$ cat src/rtl/ahb_slave_mux.sv
// ============================================================================
// Module      : ahb_slave_mux
// Description : AHB slave-to-master return path. It registers the
//               address-phase select, muxes the data-phase response and
//               contains the two-cycle ERROR default slave.
// Revision    : 1.0
// ============================================================================
`default_nettype none

module ahb_slave_mux #(
  parameter int DATA_WIDTH   = 32,
  parameter int NO_OF_SLAVES = 2
) (
  input  logic                               HCLK,
  input  logic                               HRESETn,
  input  logic [NO_OF_SLAVES-1:0]            HSEL,
  input  logic [1:0]                         HTRANS,
  input  logic [NO_OF_SLAVES*DATA_WIDTH-1:0] HRDATA_S,
  input  logic [NO_OF_SLAVES-1:0]            HREADYOUT_S,
  input  logic [NO_OF_SLAVES-1:0]            HRESP_S,
  output logic [DATA_WIDTH-1:0]              HRDATA,
  output logic                               HREADY,
  output logic                               HRESP
);

  localparam logic [1:0] DS_IDLE = 2'd0;
  localparam logic [1:0] DS_ERR1 = 2'd1;
  localparam logic [1:0] DS_ERR2 = 2'd2;

  logic [NO_OF_SLAVES-1:0] hsel_lsb;
  logic                    hsel_found;
  logic                    accept;
  logic                    unmapped_active;
  logic                    unused_htrans;

  logic [NO_OF_SLAVES-1:0] dsel_q, dsel_d;
  logic                    ddef_q, ddef_d;
  logic [1:0]              ds_state_q, ds_state_d;
  logic                    def_hready;
  logic                    def_hresp;

  // Only NONSEQ/SEQ matter for the default slave; HTRANS[0] separates IDLE from BUSY.
  assign unused_htrans   = HTRANS[0];
  assign accept          = HREADY;
  assign unmapped_active = (HSEL == '0) && HTRANS[1];

  always_comb begin
    hsel_lsb   = '0;
    hsel_found = 1'b0;
    for (int i = 0; i < NO_OF_SLAVES; i++) begin
      if (HSEL[i] && !hsel_found) begin
        hsel_lsb[i] = 1'b1;
        hsel_found  = 1'b1;
      end
    end
  end

  always_comb begin
    dsel_d = dsel_q;
    ddef_d = ddef_q;
    if (accept) begin
      dsel_d = hsel_lsb;
      ddef_d = unmapped_active;
    end
  end

  always_ff @(posedge HCLK or negedge HRESETn) begin
    if (!HRESETn) begin
      dsel_q     <= '0;
      ddef_q     <= 1'b0;
      ds_state_q <= DS_IDLE;
    end else begin
      dsel_q     <= dsel_d;
      ddef_q     <= ddef_d;
      ds_state_q <= ds_state_d;
    end
  end

  always_comb begin
    ds_state_d = ds_state_q;
    case (ds_state_q)
      DS_IDLE: if (accept && unmapped_active) ds_state_d = DS_ERR1;
      DS_ERR1: ds_state_d = DS_ERR2;
      DS_ERR2: ds_state_d = (accept && unmapped_active) ? DS_ERR1 : DS_IDLE;
      default: ds_state_d = DS_IDLE;
    endcase
  end

  always_comb begin
    def_hready = 1'b1;
    def_hresp  = 1'b0;
    case (ds_state_q)
      DS_ERR1: begin
        def_hready = 1'b0;
        def_hresp  = 1'b1;
      end
      DS_ERR2: begin
        def_hready = 1'b1;
        def_hresp  = 1'b1;
      end
      default: begin
        def_hready = 1'b1;
        def_hresp  = 1'b0;
      end
    endcase
  end

  // dsel_q is one-hot or zero, so at most one slice is ever routed.
  always_comb begin
    HRDATA = '0;
    HREADY = 1'b1;
    HRESP  = 1'b0;
    if (ddef_q) begin
      HREADY = def_hready;
      HRESP  = def_hresp;
    end else begin
      for (int i = 0; i < NO_OF_SLAVES; i++) begin
        if (dsel_q[i]) begin
          HRDATA = HRDATA_S[i*DATA_WIDTH +: DATA_WIDTH];
          HREADY = HREADYOUT_S[i];
          HRESP  = HRESP_S[i];
        end
      end
    end
  end

endmodule

`default_nettype wire
$ cat config.mk
export PLATFORM = sky130hd
export DESIGN_NAME = ahb_slave_mux
export DESIGN_NICKNAME = d
export VERILOG_FILES = /design/src/rtl/ahb_slave_mux.sv
export SDC_FILE = /design/constraint.sdc
export NUM_CORES = 1
export LEC_CHECK = 0
export BUFFER_PORTS_ARGS = -buffer_cell sky130_fd_sc_hd__buf_2
export CORE_MARGIN = 2
export CORE_UTILIZATION = 28
export CTS_BUF_LIST = sky130_fd_sc_hd__clkbuf_8
export DETAILED_ROUTE_END_ITERATION = 6
export PLACE_DENSITY = 0.86
export SLEW_MARGIN = 15
export SYNTH_ARGS = -nofsm -noshare
export SYNTH_HDL_FRONTEND = slang
export SYNTH_SLANG_ARGS = --single-unit
export TNS_END_PERCENT = 30
$ cat constraint.sdc
create_clock -name HCLK -period 1.55 [get_ports HCLK]
set_input_delay 0.155 -clock HCLK [delete_from_list [all_inputs] [get_ports HCLK]]
set_output_delay 0.155 -clock HCLK [all_outputs]
set_load 0.1 [all_outputs]
; ---- Word level (Yosys, flattened, before mapping)
; Index checks and enable logic that the tools add are counted.
[classes]
n_mux = 16
n_eq_ne = 3
reduce_logical = 7
[ops]
columns = op, n
row1 = 2-to-1 mux 32 bit, 3
row2 = 2-to-1 mux 1 bit, 11
row3 = one-hot mux 2 bit (3 select lines), 1
row4 = logical NOT 2 bit, 2
row5 = logical AND 1 bit, 3
row6 = == test 2 x 1 -> 1 bit (second input constant), 1
row7 = == test 2 bit (second input constant), 1
row8 = 2-to-1 mux 2 bit, 1
row9 = inequality test 2 bit (second input constant), 1
row10 = OR reduction 2 bit, 1
row11 = logical NOT 1 bit, 1
[word_totals]
inputBits = 74
output_inout_bits = 34
word_cells = 29
regBits = 5

; ---- Longest topological paths before layout
[logic_depth]
ltp_word = 6
mapped_depth = 6
mapped_depth_nobuf = 6

; ---- Least setup slack after synthesis
; OpenSTA, ideal clock, no wires.
[synth_timing]
path_type = reg2out
start = register dsel_q[1]
end = output port HRESP
t_required_ps = 1395
path_buffers = 1
path_stages_with_launch = 5
slack_ps = -1468
arrival_time_ps = 2863
path_cell_list = dfrtp_1 buf_6 nor2b_1 a22oi_1 o21ai_0
[synth_between]
elab_chain_len = 2
[synth_rtl]
columns = element, line_no
row1 = from (decl), 36  ; logic [NO_OF_SLAVES-1:0] dsel_q, dsel_d;
row2 = from (signal assigned), 73  ; dsel_q <= dsel_d;
row3 = 2-to-1 mux 1 bit, 118  ; if (dsel_q[i]) begin
row4 = 2-to-1 mux 1 bit, 113  ; if (ddef_q) begin
row5 = to (decl), 23  ; output logic HRESP
; Every way passes these cells.

; ---- Final worst setup path
; Ends and elaborated chain as after synthesis.

==> summary.md <==
| Metric | Value |
|---|---|
| I/O pin count | 108 |
| Final Wtd Congestion | 0.771 |
| CP arrival | ~1.5 ns |
| Mean post-synth cell area | 7.08 sq um |
| Share of layout cells above drive strength 1 | 74.3% |
| Area growth from synthesis to layout | 172% |
| Violated checks | setup timing |
| Final hold vios | 0 |
| Post-synth top flop | dfrtp_1 |
| Crit-path slowest cell | dfrtp_2 |
| Mux cell area share after synthesis | 3.34% |
| Max-cap violations | 0 |
| Startpoint Class | flop |
| Later-pin clock latency in the skew report | around 0.22 ns |
| Syn Inst Count | ~110 |
| TritonCTS clock tree | done |
| 1st-iter DRT viols | 41 |
| Worst slew margin | between 70% and 80% |
| Clock transition at path regs | 0.04 ns |
| Longest Clk Path Bufs | 2 |
| 1st-pass router iterations | 4 |
| Largest net degree at the start of global routing | 21 |
| Die Width | around 57 um |
| Largest family of logic cells by synthesized area | compound AO/OA/AOI/OAI gates |
| PwrDens | 2120 nW/um^2 |
| Final period util | 104% |
| Ant diodes | 0 |
| Initial Util | 29.0% |
| WS Path Type | reg -> out |
| Cell Count, Final, Fillers Out | 253 |
| CP Data Required Time | 1.39 ns |
| Htree depth | 1 |
| Multi-input logic area | ~760 sq um |
| Clk network pwr share | 5.1% |
| Crit end category | output port |
| Synthesis-stage register bit count | 5 |
| Synth Area in XOR/XNOR | 0% |
| RSZ-0062 raised after global routing | true |
| CTS Buf Count | 3 |
| CP most frequent cell | buf_12 |
| # fillers | 182 |
| Hold WS | 0.196 ns |
| Setup WS post-layout | -0.0599 ns |
| Simple-Gate Fraction of Synth Area | 26.6% |
| GRT Resource Usage Total | a little over a fifth |
| Pint | 1.80 mW |
| DP Cell Count | 247 |
| Die height | 57.0 um |
| Final Max Slew Viols | 0 |
| Type of the worst min-delay path | in -> reg |
| Seq pwr share | 4.5% |
| # DRC | 0 |
| Comb power frac | 90.4% |
| EDFF count, synth | 0 |
| Antenna violations before repair | 0 |
| Final Critical Period | ~1.6 ns |
| Syn nets | 190 |
| Post-place setup slack | 0.000292 ns |
| Slew @ Worst Pin | 0.430 ns |
| NetSw | around 2.7 mW |
| Root Buffer | clkbuf_8 |
| Sw Ratio | 60.3% |
| First-pass GRT wire length | 5540 um |
| Die Area | 3250 sq um |
| Max stage delay on crit path | 0.45 ns |
| Post-synth cell types | 23 |
| Outcome | finished, violations left |
| Number of clock sinks | 5 |
| Largest area contributor in the netlist | a22oi_1 |
| Peak supply drop | ~0.0017 V |
| DP HPWL | 2870 um |
| Core Region | ~2700 sq um |
| Via density | 5.08 |
| Compound-Gate Fraction of Synth Area | 38.2% |
| Vias in the first global route | between 1000 and 1500 |
| Fin Setup TNS | -0.956 ns |
| Number of buffers added on ports | 106 |
| Final setup viols | 31 |
| Number of routed nets with antenna violations | 0 |
| Post-synthesis adder-cell area fraction | 7.96% |
| Dpl cell area | 2040 sq um |
| Total Routed Length | 3410 um |
| Area share of the largest cell type after synthesis | 29.6% |
| Gr ovfl total | 0 |
| Most frequent cell after synthesis | nor2_1 |
| Critical path cell sequence | nor2b_4 -> buf_12 -> a22oi_1 -> o21ai_2 -> buf_12 |
| Fmax | slightly above 600 MHz |
| Vias after detailed routing | 1286 |
| Wire per inst | 13.5 um |
| Most frequent cells after synthesis | 37 x nor2_1, 31 x a22oi_1, 8 x clkbuf_1 |
| FFs w/ async S/R, synth | 100% |
| Final net count | slightly above 300 |
| Post-route cell area | 2140 sq um |
| FP Rows | 19 |
| Synth area leaders | a22oi_1 30%, nor2_1 18%, dfrtp_1 16%, ha_1 8.0%, clkbuf_1 3.8% |
| Crit Path Max Fanout | 19 |
| Reg area | 128 sq um |
| Leak Pwr | 1.03 nW |
| Mapped Area | 786 sq um |
| Clk_skew | ~0.0028 ns |
| Sequential area share after synthesis | 15.9% |
| Synth warn | 0 |
[sequential cells by signal (all words and copies together) (netlist names)]
register and flops:
dsel_q 2, ds_state_q 2, ddef_q 1
[critical path: cells and delay by family (launching register included)]
family / cells / cell delay [ns]
AO/OA/AOI/OAI: 2 / 0.25
buffers and inverters: 2 / 0.35
AND/OR/NAND/NOR: 1 / 0.17
flip-flops: 1 / 0.45
[repair_timing]
| item | CTS | global route |
|---|---|---|
| buffers inserted | 1 | 0 |
| setup endpoints to repair | 33 | 35 |
| pin swaps | 1 | 0 |
| hold buffers | 1 | 0 |
| hold endpoints to repair | 5 | 0 |
| gates resized for setup | 5 | 4 |
[cells by family (layout without fill, tap and decap cells)]
group                      after synthesis  count (layout)
muxes                                    2               2
buffers and inverters                   14             125
AOI/OAI and AO/OA                       39              39
and+or+nand+nor                         46              46
DFF                                      5               5
adders and majority gates                5               5
[routing by layer]
layer  up-vias  GRT usage [%]  routed length [um]
li1        624              -                   -
met1       589           20.3                1110
met2        65           41.5                1920
met3         8           6.58                 302
met4         0           5.98                  81
met5         -              0                   0
[final timing paths]
| check | slack [ns] | cells past startpoint | end | startpoint |
|---|---|---|---|---|
| worst max register to register | 0.01 | 6 | ds_state_q[1] | ds_state_q[1] |
| worst min-delay path | 0.20 | 3 | dsel_q[1] | HSEL[1] |
| worst min register to register | 0.60 | 1 | dsel_q[0] | dsel_q[0] |
| min in group asynchronous | 0.29 | 2 | dsel_q[0] | HRESETn |
| worst max-delay path | -0.06 | 5 | HRESP | dsel_q[1] |
| max in group asynchronous | 1.11 | 2 | dsel_q[1] | HRESETn |
[stage by stage]
stage          total power [mW]  utilization, %
2_1_floorplan              2.79               -
3_3_place_gp               4.19            75.3
3_5_place_dp               4.25            75.3
4_1_cts                    4.53            78.2
5_1_grt                    4.69            78.9
6_report                   4.53            78.9
[power groups by stage]
| stage | clock [mW] | sequential [mW] | combinational [mW] |
|---|---|---|---|
| global placement | 0 | 0.197 | 3.99 |
| global route | 0.243 | 0.209 | 4.24 |
| CTS | 0.235 | 0.204 | 4.09 |
| detailed placement | 0 | 0.200 | 4.05 |
| floorplan | 0 | 0.191 | 2.60 |
| finish | 0.231 | 0.204 | 4.10 |
[layout by cell type, fill, tap and decap left out, drive strengths merged]
master       synthesis  layout
clkbuf               8       3
nand2                1       1
dfrtp                5       5
nand3b               1       1
a32o                 1       1
inv                  3       4
dlygate4sd3          0       1
a21oi                3       3
mux2                 2       2
o31ai                1       1
nand2b               1       1
nor3b                2       2
ha                   5       5
a22oi               31      31
and3                 2       2
o21ai                2       2
a21boi               1       1
buf                  3     117
nor2                37      37
nor2b                2       2
[cell type report]
cell class / instances / share of cell area, %
Inverter: 3 / 0.527
Sequential cell: 5 / 5.97
Multi-Input combinational cell: 92 / 35.4
Tap cell: 31 / 1.81
Timing Repair Buffer: 118 / 54.2
Clock inverter: 1 / 0.176
Clock buffer: 3 / 1.93
No activity file was read; power rests on OpenSTA's default activity.
